File: src/rtl/instr_fetch_ctrl.sv
`default_nettype none
// +--------------------------------------------------------------------------+
// | Module      : instr_fetch_ctrl                                           |
// | Description : LC3 instruction fetch controller. Issues instruction       |
// |               memory reads against a credit budget, tracks in-flight     |
// |               requests over a fixed read latency, buffers returned words |
// |               and hands them to decode under valid/ready. A redirect     |
// |               flushes everything and restarts fetch at a new address.    |
// | Revision    : 1.0 - initial release                                      |
// +--------------------------------------------------------------------------+
module instr_fetch_ctrl #(
   parameter logic [15:0] RESET_PC = 16'h3000,
   parameter int          MEM_LAT  = 1,
   parameter int          DEPTH    = 4
) (
   input  logic        clock,
   input  logic        reset_n,
   input  logic        enable_fetch,
   input  logic        redirect,
   input  logic [15:0] redirect_pc,
   output logic        imem_rd,
   output logic [15:0] imem_addr,
   input  logic [15:0] imem_dout,
   output logic        instr_valid,
   output logic [15:0] instr,
   output logic [15:0] instr_pc,
   output logic [15:0] npc,
   input  logic        instr_ready
);

   // Buffer pointer width, occupancy width and a wider width that can hold
   // occupancy plus every in-flight request without overflow.
   localparam int              c_AW    = (DEPTH > 1) ? $clog2(DEPTH) : 1;
   localparam int              c_CW    = c_AW + 1;
   localparam int              c_SW    = c_CW + 2;
   localparam logic [c_SW-1:0] c_DEPTH = c_SW'(DEPTH);

   typedef enum logic [1:0] {
      S_IDLE  = 2'd0,
      S_FETCH = 2'd1,
      S_STALL = 2'd2
   } state_t;

   state_t                 r_state;
   logic [15:0]            r_pc;
   logic [MEM_LAT-1:0]     r_inf_v;
   logic [MEM_LAT*16-1:0]  r_inf_pc;
   logic [15:0]            r_buf_instr [DEPTH];
   logic [15:0]            r_buf_pc    [DEPTH];
   logic [c_AW-1:0]        r_rd_ptr;
   logic [c_AW-1:0]        r_wr_ptr;
   logic [c_CW-1:0]        r_count;

   logic [c_SW-1:0]        w_used;
   logic                   w_credit;
   logic                   w_ret;
   logic [15:0]            w_ret_pc;
   logic                   w_push;
   logic                   w_pop;
   logic [MEM_LAT-1:0]     w_inf_v_nxt;
   logic [MEM_LAT*16-1:0]  w_inf_pc_nxt;
   logic [15:0]            w_head_instr;
   logic [15:0]            w_head_pc;

   // Slots already committed: buffered words plus requests still in flight.
   always_comb begin
      w_used = c_SW'(r_count);
      for (int i = 0; i < MEM_LAT; i++) begin
         w_used = w_used + c_SW'(r_inf_v[i]);
      end
   end

   // Credit comes from registered state only, so a same-cycle pop never
   // frees a slot early.
   assign w_credit  = (w_used < c_DEPTH);
   assign imem_rd   = (r_state == S_FETCH) && w_credit && !redirect;
   assign imem_addr = r_pc;

   // The oldest in-flight stage is the one whose data is on imem_dout now.
   assign w_ret    = r_inf_v[MEM_LAT-1];
   assign w_ret_pc = r_inf_pc[MEM_LAT*16-1 -: 16];
   assign w_push   = w_ret && !redirect;

   assign instr_valid  = (r_count != '0) && !redirect;
   assign w_pop        = instr_valid && instr_ready;
   assign w_head_instr = r_buf_instr[r_rd_ptr];
   assign w_head_pc    = r_buf_pc[r_rd_ptr];
   assign instr        = instr_valid ? w_head_instr : 16'h0000;
   assign instr_pc     = instr_valid ? w_head_pc : 16'h0000;
   assign npc          = instr_valid ? (w_head_pc + 16'd1) : 16'h0000;

   // Next value of the in-flight pipeline: a new request enters stage 0.
   generate
      if (MEM_LAT > 1) begin : g_shift
         assign w_inf_v_nxt  = {r_inf_v[MEM_LAT-2:0], imem_rd};
         assign w_inf_pc_nxt = {r_inf_pc[(MEM_LAT-1)*16-1:0], r_pc};
      end else begin : g_single
         assign w_inf_v_nxt  = imem_rd;
         assign w_inf_pc_nxt = r_pc;
      end
   endgenerate

   // Fetch state: idle, issuing, or waiting for a free credit.
   always_ff @(posedge clock) begin
      if (!reset_n) begin
         r_state <= S_IDLE;
      end else if (redirect) begin
         if (r_state == S_STALL) begin
            r_state <= S_FETCH;
         end
      end else begin
         case (r_state)
            S_IDLE: begin
               if (enable_fetch) r_state <= S_FETCH;
            end
            S_FETCH: begin
               if (!enable_fetch)  r_state <= S_IDLE;
               else if (!w_credit) r_state <= S_STALL;
            end
            S_STALL: begin
               if (!enable_fetch) r_state <= S_IDLE;
               else if (w_credit) r_state <= S_FETCH;
            end
            default: r_state <= S_IDLE;
         endcase
      end
   end

   // Fetch PC: reload on redirect, advance by one per issued request.
   always_ff @(posedge clock) begin
      if (!reset_n) begin
         r_pc <= RESET_PC;
      end else if (redirect) begin
         r_pc <= redirect_pc;
      end else if (imem_rd) begin
         r_pc <= r_pc + 16'd1;
      end
   end

   // In-flight tracking; a redirect kills every outstanding request.
   always_ff @(posedge clock) begin
      if (!reset_n || redirect) begin
         r_inf_v <= '0;
      end else begin
         r_inf_v <= w_inf_v_nxt;
      end
      r_inf_pc <= w_inf_pc_nxt;
   end

   // Buffer storage: capture returning words with the address they came from.
   always_ff @(posedge clock) begin
      if (w_push) begin
         r_buf_instr[r_wr_ptr] <= imem_dout;
         r_buf_pc[r_wr_ptr]    <= w_ret_pc;
      end
   end

   // Buffer pointers and occupancy; a simultaneous push and pop cancel out.
   always_ff @(posedge clock) begin
      if (!reset_n || redirect) begin
         r_rd_ptr <= '0;
         r_wr_ptr <= '0;
         r_count  <= '0;
      end else begin
         if (w_push) r_wr_ptr <= r_wr_ptr + c_AW'(1);
         if (w_pop)  r_rd_ptr <= r_rd_ptr + c_AW'(1);
         case ({w_push, w_pop})
            2'b10:   r_count <= r_count + c_CW'(1);
            2'b01:   r_count <= r_count - c_CW'(1);
            default: r_count <= r_count;
         endcase
      end
   end

endmodule
`default_nettype wire
File: config.mk
export PLATFORM = sky130hd
export DESIGN_NAME = instr_fetch_ctrl
export DESIGN_NICKNAME = d
export VERILOG_FILES = /design/src/rtl/instr_fetch_ctrl.sv
export SDC_FILE = /design/constraint.sdc
export NUM_CORES = 1
export LEC_CHECK = 0
export CORE_MARGIN = 5
export CORE_UTILIZATION = 50
export DETAILED_ROUTE_END_ITERATION = 8
export PLACE_DENSITY = 0.78
export SLEW_MARGIN = 20
export SYNTH_ARGS = -nofsm -noshare
export SYNTH_HDL_FRONTEND = slang
export SYNTH_SLANG_ARGS = --single-unit
File: constraint.sdc
create_clock -name clock -period 3.62 [get_ports clock]
set_clock_uncertainty 0.15 [all_clocks]
set_input_delay 0.724 -clock clock [delete_from_list [all_inputs] [get_ports clock]]
set_output_delay 0.724 -clock clock [all_outputs]
set_load 0.01 [all_outputs]
==> results.md, run 1 <==
* Initial core utilization at 0.511
* Mapped cell area at 7110 sq um
* Drt pass-1 iters at 4
* Synth Area in XOR/XNOR at 0.0185
* Ys flop type: edfxtp_1
* Final Cell Area at 9270 sq um
* Routed len/inst at 19.7 um
* Vias at 4456
* Slew of the pin with the lowest slew margin at 496 ps
* Adder-cell area share of the yosys netlist at 0.0151
* Lkg Pwr at 3.17 nW
* # IOs at 103
* Deepest clock path buffer count at 2
* Number of flops mapped to enable cells by yosys at 128
* Clock sink count at 172
* Fin. Hold Viols at 0
* Number of global-route vias before repair at 4493
* Syn_nets at 506
* First-pass GRT wire length at 23.8 mm
* Routed Antenna Nets at 0
* Cells after Synth at 461
* Fmax at 277 MHz
* Worst path bufs/invs at 3
* Peak supply drop at 0.000341 V
* Minimum clock period at 3610 ps
* Worst EP required at 2750 ps
* Hold Crit Class: reg -> reg
* Die W at 129 um
* DR vias/cell at 5.63
* Seq cells post-synth at 172
* Mean Syn Cell Area at 15.4 sq um
* Placed Instances at 743
* CP delay by family, top: multiplexers
* CP Class: reg -> out
* Overall global routing resource usage at 0.188
* Worst-Skew Late Latency at 420 ps
* Power after layout at 4.24 mW
* H-tree levels at 4
* Final non-filler cell total at 792
* Root buf cell: clkbuf_16
* Placed cell area at 8400 sq um
* Final count of negative-setup-slack endpoints at 0
* Setup TNS at 0 ps
* Die area at 16700 sq um
* Final worst-path cycle share at 0.997
* Initial detailed-routing violation count at 374
* Initial antenna violation count at 0
* Clock transition at path regs at 60 ps
* Detail Placement HPWL at 10.1 mm
* Port Buffers at 102
* CP max stage cell: dfxtp_4
* CP Max Fanout at 8
* Final Net Count at 644
* Most common cell in the synthesized netlist: edfxtp_1
* Post-synthesis mux area share at 0.120
* Crit path DAT at 2730 ps
* Yosys warns at 0
* RSZ-0062 raised after global routing: true
* Max_slew headroom at 0.669
* Post-synthesis async set-or-reset flop share at 0
* Largest net degree at the start of global routing at 33
* Critical path cell sequence: buf_8, buf_4, mux4_2, nand4_1, nor4_4, mux2_1, dlygate4sd2_1
* Area leader, netlist: edfxtp_1
* Max Slew Vio Count at 0
* Critical Path End Type: output pin
* Routability congestion estimate at 0.834
* Status: finished, final reports clean
* DRC Markers at 0
* Post-synthesis cell type count at 56
* Hold_buf cts at 0
* Post-Synth Simple-Gate Area at 0.119
* Gr ovfl total at 0
* Total wire length at 15.6 mm
* Core Box Area at 13900 sq um
* Die span in y at 129 um
* Antenna cell count at 0
* Area grow syn2layout at 30.3%
* CTS buffer count at 17
* Seq/Total Area, Yosys at 0.664
* Slowest stage delay, CP at 390 ps
* Post-synth top cells: edfxtp_1 (128), dfxtp_1 (44), and2_1 (37)
* Layout cell share with drive strength beyond 1 at 0.204
* Nature of the critical path startpoint: flop
* Rows at 43
* Share of the synthesized area in the top cell type at 0.540
* Synth area leaders: edfxtp_1 (54%), dfxtp_1 (12%), mux4_2 (8.2%)
* Compound-Gate Fraction of Synth Area at 0.0412
* Largest family of logic cells by synthesized area: multiplexers
* R2R Setup Slk at 1110 ps
* CTS tree: done
* Power Dens Cells at 457 nW/um^2
* Max Cap Viol at 0
[path summary, 6_finish.rpt]
check / to / cells after the start / startpoint
max: npc[15] / 7 / flop
min: r_inf_pc[6] / 0 / imem_addr[6]
min reg2reg: r_inf_pc[6] / 0 / imem_addr[6]
max reg2reg: r_count[2] / 8 / r_count[0]
[cell type report]
type | instances | area (sq um)
flip-flops and latches | 172 | 4730
multi-input cells | 257 | 2320
inverters | 13 | 52.6
repair buffers | 138 | 1320
clock inverters | 10 | 164
clock buffers | 22 | 454
well taps | 180 | 225
fillers | 944 | 4670
[logic make-up after synthesis]
kind of cell             count (synthesis)
adder cells (fa/ha/maj)                  8
XOR/XNOR                                15
AND/OR/NAND/NOR                        145
multiplexers                            42
flip-flops                             172
buffers and inverters                   32
AO/OA/AOI/OAI                           47
[what timing repair did]
item / in CTS / in global routing
endpoints found under the setup margin: 16 / 21
setup buffers: 5 / 12
resized for setup: 28 / 15
pin swaps: 3 / 4
[routing by layer]
layer | up-vias | part of all wire | global-route usage
met5 | - | 0 | 0
met4 | 0 | 0.018 | 0.0716
met3 | 24 | 0.065 | 0.0433
met2 | 185 | 0.49 | 0.308
met1 | 2201 | 0.42 | 0.248
li1 | 2046 | - | -
[sequential cells by signal, summed over array words and instances (netlist names), named ones only]
name / flops
r_state: 2
r_rd_ptr: 2
r_buf_instr: 64
r_buf_pc: 64
imem_addr: 16
r_count: 3
r_wr_ptr: 2
r_inf_v: 1
r_inf_pc: 16
[cells in the final DEF (no fill, tap or decap), types with 3 or more instances in the layout]
master | synthesis | routed
clkinvlp_4 | 0 | 5
nor2_1 | 29 | 29
and2_1 | 37 | 37
mux2_2 | 5 | 7
nand4_1 | 8 | 8
a31oi_1 | 6 | 6
nand2_1 | 15 | 14
or3_1 | 8 | 8
nor4_4 | 0 | 4
nor4_1 | 5 | 3
bufinv_16 | 0 | 4
inv_1 | 12 | 10
nand4_4 | 2 | 3
nor3_1 | 6 | 3
mux4_2 | 26 | 32
xor2_1 | 7 | 7
nor3_2 | 0 | 3
o21ai_0 | 17 | 17
dfxtp_1 | 44 | 42
edfxtp_1 | 128 | 128
clkbuf_16 | 0 | 17
clkdlybuf4s50_1 | 0 | 92
xnor2_1 | 8 | 8
ha_1 | 7 | 6
buf_4 | 0 | 32
dlymetal6s2s_1 | 0 | 4
dlygate4sd2_1 | 0 | 6
clkbuf_1 | 11 | 4
a21oi_1 | 11 | 10
nand3_1 | 16 | 16
[power breakdown]
| group | internal (mW) | switching, mW |
|---|---|---|
| Sequential | 2.15 | 0.0406 |
| Clock | 1.17 | 0.712 |
| Combinational | 0.0876 | 0.0716 |
[stage by stage]
| stage | utilization | setup WS [ps] | hold WS (ps) |
|---|---|---|---|
| floorplan | - | 776 | 255 |
| CTS | 0.653 | -86.5 | 270 |
| global placement | 0.603 | 62.7 | 246 |
| detailed placement | 0.603 | -17.8 | 259 |
| global route | 0.665 | -85.7 | 285 |
| finish | 0.665 | 12.6 | 270 |
No activity file was read; power rests on OpenSTA's default activity.
==> run 2: changes to the inputs <==
Settings changed: CTS_BUF_LIST set to sky130_fd_sc_hd__clkbuf_4, TNS_END_PERCENT set to 100.
==> results.md, run 2 (same netlist as run 1, synthesis figures left out) <==
* Status: finished, final reports clean
* Gr ovfl total at 0
* Total wire length at 15.6 mm
* Minimum clock period at 3540 ps
* Layout cell share with drive strength beyond 1 at 0.250
* First-pass GRT wire length at 24.0 mm
* Die span in y at 129 um
* Core Box Area at 13900 sq um
* R2R Path End: r_count[2]
* Fmax at 282 MHz
* Biggest regs: r_buf_instr (64), r_buf_pc (64)
* Deepest clock path buffer count at 2
* Routability congestion estimate at 0.834
* Hold Crit Class: reg -> reg
* Worst EP required at 2750 ps
* Clock sink count at 172
* Fin. Hold Viols at 0
* Slew of the pin with the lowest slew margin at 498 ps
* Largest net degree at the start of global routing at 33
* Nature of the critical path startpoint: input port
* Max_slew headroom at 0.668
* Vias at 4560
* Die area at 16700 sq um
* Fillers at 942
* Die W at 129 um
* Setup TNS at 0 ps
* # IOs at 103
* Number of global-route vias before repair at 4544
* H-tree levels at 4
* DRC Markers at 0
* CP Max Fanout at 18
* Critical Path End Type: output pin
* Overall global routing resource usage at 0.190
* RSZ-0062 raised after global routing: true
* Final worst-path cycle share at 0.979
* Lkg Pwr at 3.13 nW
* Drt pass-1 iters at 5
* Initial core utilization at 0.511
* Max Slew Vio Count at 0
* Routed Antenna Nets at 0
* Routed len/inst at 19.4 um
* Worst-Skew Late Latency at 530 ps
* Detail Placement HPWL at 10.1 mm
* Rows at 43
* Power Dens Cells at 386 nW/um^2
* Crit path DAT at 2670 ps
* Max Cap Viol at 0
* DR vias/cell at 5.66
* FF-to-FF Start: r_count[1]
* Hold path depth at 0
* Port Buffers at 102
* CP Class: in -> out
* Final core area utilization at 0.658
* CTS buffer count at 17
* Reg2Reg Depth at 8
* R2R Setup Slk at 1130 ps
* Peak supply drop at 0.000216 V
* Commonest non-fill, non-tap cell in the layout: edfxtp_1
* Final count of negative-setup-slack endpoints at 0
* Final Net Count at 657
* Clock transition at path regs at 120 ps
* Worst Hold End: r_inf_pc[6]
* Antenna cell count at 0
* Initial antenna violation count at 0
* Most frequent cells in the layout: edfxtp_1 (128), clkdlybuf4s50_1 (86), dfxtp_1 (42), and2_1 (37), buf_4 (37)
* CTS tree: done
* Hold path startpoint: imem_addr[6]
* Root buf cell: clkbuf_4
* Area grow syn2layout at 28.9%
* Initial detailed-routing violation count at 342
* Power after layout at 3.54 mW
run 2: per-layer routing:
layer / vias up / wire length, um / GRT usage
met1: 2259 / 6500 / 0.251
met3: 24 / 1150 / 0.0474
met4: 0 / 261 / 0.0686
met5: - / 0 / 0
li1: 2074 / - / -
met2: 203 / 7690 / 0.307
run 2: report_power, final:
| group | switching (mW) | internal (mW) |
|---|---|---|
| registers | 0.0400 | 2.15 |
| logic | 0.0725 | 0.0891 |
| clock network | 0.615 | 0.578 |
| total | 0.727 | 2.81 |
run 2: worst max path at each step:
| stage | start | end | slack (ps) | cells after the start |
|---|---|---|---|---|
| 2_1_floorplan | flop | npc[12] | 780 | 7 |
| 3_3_place_gp | redirect | instr[14] | 60 | 6 |
| 3_5_place_dp | redirect | instr[9] | -20 | 6 |
| 4_1_cts | flop | npc[14] | -30 | 7 |
| 5_1_grt | flop | npc[14] | -70 | 7 |
| 6_report | redirect | instr_pc[13] | 80 | 6 |
run 2: worst max-delay path, stage by stage:
cell and delay (ps):
clkdlybuf4s50_1 450, or2_2 370, buf_4 230, nor2_1 220, buf_4 150, clkdlybuf4s50_1 520
run 2: cell type report:
class,count,area [sq um],area share
well taps,180,225,0.0246
clock buffers,21,158,0.0172
flip-flops and latches,172,4730,0.516
inverters,13,52.6,0.00573
repair buffers,151,1460,0.159
multi-input cells,257,2380,0.259
clock inverters,11,168,0.0183
run 2: per-stage QoR:
stage	instances	worst slack (ps)	hold slack, ps	instance area, sq um
3_5_place_dp	743	-17.8	259	8400
3_3_place_gp	743	62.7	246	8400
2_1_floorplan	461	776	255	7110
5_1_grt	805	-67.0	293	9170
4_1_cts	791	-34.7	279	9000
6_report	805	75.5	276	9170
run 2: repair_timing:
item	CTS	global route
hold buffers	0	0
endpoints found under the hold margin	0	0
endpoints found under the setup margin	33	21
setup buffers	16	14
pin swaps	10	10
gates resized for setup	73	25
==> run 3: changes to the inputs <==
Settings changed: ABC_CLOCK_PERIOD_IN_PS set to 3620.
==> results of run 3 <==
Same layout as run 2: the final DEF is identical, and so are final timing and power.
